### src/rtl/full_adder.sv
// rtl/full_adder.sv - registered ripple-carry adder: {cout, sum} = a + b + cin, one-cycle latency
module full_adder #(
  parameter int WIDTH = 1
) (
  input  logic             clk,
  input  logic             rst_n,
  input  logic [WIDTH-1:0] a,
  input  logic [WIDTH-1:0] b,
  input  logic             cin,
  input  logic             in_valid,
  output logic [WIDTH-1:0] sum,
  output logic             cout,
  output logic             out_valid
);

  logic [WIDTH-1:0] sum_comb;
  logic             carry;

  // Ripple chain: the carry walks up from bit 0 seeded by cin.
  always_comb begin
    sum_comb = '0;
    carry    = cin;
    for (int i = 0; i < WIDTH; i++) begin
      sum_comb[i] = a[i] ^ b[i] ^ carry;
      carry       = (a[i] & b[i]) | (carry & (a[i] ^ b[i]));
    end
  end

  // Result registers load only on valid so idle (possibly X) operands never reach the outputs.
  always_ff @(posedge clk) begin
    if (!rst_n) begin
      sum       <= '0;
      cout      <= 1'b0;
      out_valid <= 1'b0;
    end else begin
      out_valid <= in_valid;
      if (in_valid) begin
        sum  <= sum_comb;
        cout <= carry;
      end
    end
  end

endmodule

### config.mk
export PLATFORM = sky130hd
export DESIGN_NAME = full_adder
export DESIGN_NICKNAME = d
export VERILOG_FILES = /design/src/rtl/full_adder.sv
export SDC_FILE = /design/constraint.sdc
export NUM_CORES = 1
export LEC_CHECK = 0
export ABC_CLOCK_PERIOD_IN_PS = 800
export CAP_MARGIN = 0
export CORE_AREA = 3 3 40 42
export CTS_BUF_LIST = sky130_fd_sc_hd__clkbuf_4 sky130_fd_sc_hd__clkbuf_8
export DETAILED_ROUTE_END_ITERATION = 10
export DIE_AREA = 0 0 43 45
export GPL_TIMING_DRIVEN = 0
export REMOVE_ABC_BUFFERS = 1
export SYNTH_ARGS = -nofsm -noshare
export SYNTH_HDL_FRONTEND = slang
export SYNTH_SLANG_ARGS = --single-unit
### constraint.sdc
create_clock -name clk -period 0.8 [get_ports clk]
set_input_delay 0.12 -clock clk [delete_from_list [all_inputs] [get_ports clk]]
set_output_delay 0.12 -clock clk [all_outputs]
set_load 0.02 [all_outputs]
### After elaboration in Yosys (flattened, before gate mapping)

Index checks and enable logic that the tools add are counted.

| operators by class | value |
|---|---|
| bitwise gates (word level) | 5 |

Operator list:

| kind | count |
|---|---|
| 1-bit AND | 2 |
| 1-bit bitwise XOR | 2 |
| 1-bit bitwise OR | 1 |

| storage, ports and cells | value |
|---|---|
| register bits after elaboration | 3 |
| bits of input ports | 6 |
| output and inout port bits | 3 |
| word-level logic and storage cells | 8 |

### Longest topological paths before layout

| depth | value |
|---|---|
| word-level depth | 3 |
| depth in mapped cells | 3 |
| gate-level depth less buffers | 3 |

### Worst setup path after synthesis

Ideal clock, no wire load.

| timing path | value |
|---|---|
| path type | input -> register |
| start point | in a |
| end point | reg sum |
| setup time | 0.116 ns |
| arrival | 0.747 ns |
| required time | 0.684 ns |
| slack | -0.063 ns |
| stages on the path | 3 |
| buffers on the path | 0 |
| path through | fa_1 mux2i_1 nor2b_1 |

| on the way | value |
|---|---|
| word-level cells in the longest chain between the ends | 2 |

RTL lines:

| what | RTL line | RTL |
|---|---|---|
| start, declared | 7 | `input logic [WIDTH-1:0] a,` |
| 1-bit bitwise XOR (2 in series) | 24 | `sum_comb[i] = a[i] ^ b[i] ^ carry;` |
| end signal, assigned | 38 | `sum <= sum_comb;` |
| end, declared | 11 | `output logic [WIDTH-1:0] sum,` |

No other way between the ends.
A chain may end at the register's enable or synchronous reset.

### Final worst setup path

| timing path | value |
|---|---|
| start point | reg cout |
| end point | out cout |

RTL lines:

| what | RTL line | RTL |
|---|---|---|
| start, declared | 12 | `output logic cout,` |
| start signal, assigned | 39 | `cout <= carry;` |

No word-level cell between the ends.

==> parameters.txt <==
Parameter                              Value

Status
  Result of the run ... finished clean

Pwr
  Static leakage ... roughly 0.12 nW
  Sum of internal, switching and leakage power ... ~0.55 mW
  VDD IR max ... 0.411 mV
  Total power per unit cell area ... approximately 2200 nW/um^2

Synthesis
  Synthesized netlist cell count ... 9
  Cell Area, Synth ... 120 sq um
  Yosys warnings ... 0
  Synthesized area per cell ... between 10 and 15 sq um
  Synth Register Bits ... 3
  Post-synthesis sequential area ratio ... 0.500
  Distinct cells, synth ... 5

Worst setup path
  Critical Path Fanout Max ... 2
  Slowest library cell on the worst path ... sky130_fd_sc_hd__dfxtp_2
  Max incr delay on CP ... 310 ps
  Worst Path Arrival ... around 670 ps
  Worst path cell trace ... buf_6
  Critical path class ... reg -> out
  Family with the most delay on the worst path ... flip-flops
  Logic depth of the worst register-to-register path ... 3
  CP Launch Type ... flip-flop
  Crit path buf inv count ... 1
  WP depth ... 1
  Kind of capture point of the worst setup path ... output pin
  Data required time of the critical path ... 680 ps

GRT
  Global-route wire length before repair ... 545 um
  Total congestion overflow after global routing ... 0
  Number of antenna violations at the first check in global routing ... 0
  Number of global-route vias before repair ... 137
  Overall track demand over capacity in global routing ... 0.0475
  Maximum number of pins on one net before global-route repair ... 4

Timing
  Rel. slew slack ... 0.911
  Final-layout worst hold slack ... 316 ps
  Setup clock skew after layout ... 0 ps
  Slew of the pin with the lowest slew margin ... 130 ps
  Slew Limit Fails ... 0
  Shortest period the worst path allows ... 785 ps
  Sum of negative setup slack ... 0 ps
  Unrepaired setup endpoints after global routing ... yes
  Endpoints failing setup ... 0
  Count of endpoints failing hold in the final timing report ... 0
  Share of the cycle needed by the critical path after routing ... 0.982
  Achievable Freq ... 1.27 GHz
  Minimum setup slack in the final design ... 14.5 ps

Detailed routing
  DRC violation count after routing ... 0
  Mean number of vias per cell ... ~3.2
  Total number of vias ... approximately 120
  Total Routed Length ... 329 um
  Number of nets still failing antenna checks after routing ... 0
  Iteration count of the initial detailed-routing pass ... 1
  Number of design-rule violations left by the first detailed-router iteration ... 0
  Detailed-route wire length per cell ... 8.89 um

Final layout
  Final antenna diode count ... 0
  Area used by sequential logic in the layout ... 63.8 sq um
  Share of post-route cells with drive strength above 1 ... 0.682
  Area of all placed cells without fillers ... 254 sq um
  Area used by multi-input combinational logic ... 60.1 sq um
  Final #Nets ... 30
  Filler Cells Inserted ... approximately 140
  Layout Area Growth over Synthesis ... 111%

Job
  Max-cap viol count ... 0

Floorplan
  Core Area ... 1280 sq um
  Full die area ... approximately 1900 sq um
  Die width ... 43 um
  Starting Density ... 0.0935
  Height of the die ... 45 um
  Top-level port count ... 9
  Number of placement rows ... 13

Clock tree
  # H-tree levels ... 1
  Max Root-Sink Buffers ... 2
  CTS Buf Count ... 3
  TritonCTS clock tree ... built
  Clock transition at the registers of the reported paths ... 40 ps
  Later-pin clock latency in the skew report ... 230 ps
  Post-cts hold buffer count ... 0
  Total clock sinks ... 3
  CTS root buffer ... sky130_fd_sc_hd__clkbuf_4

Place
  GPL Wtd Cong ... 0.617
  Area after DPL ... 219 sq um
  Worst-case setup slack after placement ... -563 ps
  Number of buffers inserted by port buffering ... 8

Worst hold path
  Hold Path Class ... in -> reg
  Hold depth ... 4
==> final timing paths <==
path,startpoint,slack [ps],end
setup / recovery,cout$_SDFFE_PN0P_,10,cout
hold reg to reg,sum$_SDFFE_PN0P_,540,sum$_SDFFE_PN0P_
setup reg to reg,cout$_SDFFE_PN0P_,80,cout$_SDFFE_PN0P_
hold / removal,a,320,cout$_SDFFE_PN0P_
==> power by group <==
part	switching, mW	internal (mW)	total (mW)
Sequential	0.00667	0.164	0.170
Clock	0.0748	0.220	0.295
Combinational	0.0361	0.0531	0.0891
==> sequential cells by signal (all words and copies together) (netlist names) <==
name	flops
out_valid	1
sum	1
cout	1
==> metal layers <==
metal  GRT usage  wire length (um)
met1      0.0411               123
met2      0.0539               144
met3      0.0398                62
met4      0.0723                 0
met5           0                 0
==> kinds of logic (layout without fill, tap and decap cells) <==
family	Yosys count	after routing	share of synthesized area
flip-flops	3	3	0.500
adder cells (fa/ha/maj)	1	1	0.167
buffers and inverters	0	13	0
multiplexers	2	2	0.167
AND/OR/NAND/NOR	3	3	0.167
==> cell usage after synthesis <==
library cell	number	share of area
sky130_fd_sc_hd__nor2b_1	2	0.10
sky130_fd_sc_hd__fa_1	1	0.17
sky130_fd_sc_hd__dfxtp_1	3	0.50
sky130_fd_sc_hd__mux2i_1	2	0.17
sky130_fd_sc_hd__and2_2	1	0.063
==> cell type report <==
type	instances	area share
Tap cell	15	0.0739
Timing Repair Buffer	9	0.320
Sequential cell	3	0.251
Clock buffer	4	0.118
Multi-Input combinational cell	6	0.236
==> placed cells by master, fill, tap and decap left out <==
cell                              n
sky130_fd_sc_hd__and2_2           1
sky130_fd_sc_hd__buf_2            2
sky130_fd_sc_hd__buf_4            1
sky130_fd_sc_hd__buf_6            4
sky130_fd_sc_hd__clkbuf_4         4
sky130_fd_sc_hd__clkdlybuf4s50_1  1
sky130_fd_sc_hd__dfxtp_2          3
sky130_fd_sc_hd__dlygate4sd2_1    1
sky130_fd_sc_hd__fa_1             1
sky130_fd_sc_hd__mux2i_1          2
sky130_fd_sc_hd__nor2b_1          2
==> per-stage QoR <==
step	instances	util
after CTS	36	0.192
final	37	0.198
after floorplan	9	-
after detailed placement	32	0.170
after global routing	37	0.198
after global placement	32	0.170
==> repair_timing <==
action	4_1_cts	5_1_grt
setup buffers	0	1
endpoints found under the hold margin	0	0
gates resized for setup	34	0
gates cloned	0	0
setup endpoints to repair	5	2
pin swaps	1	0
Note: power is estimated with default switching activity, not from simulation.
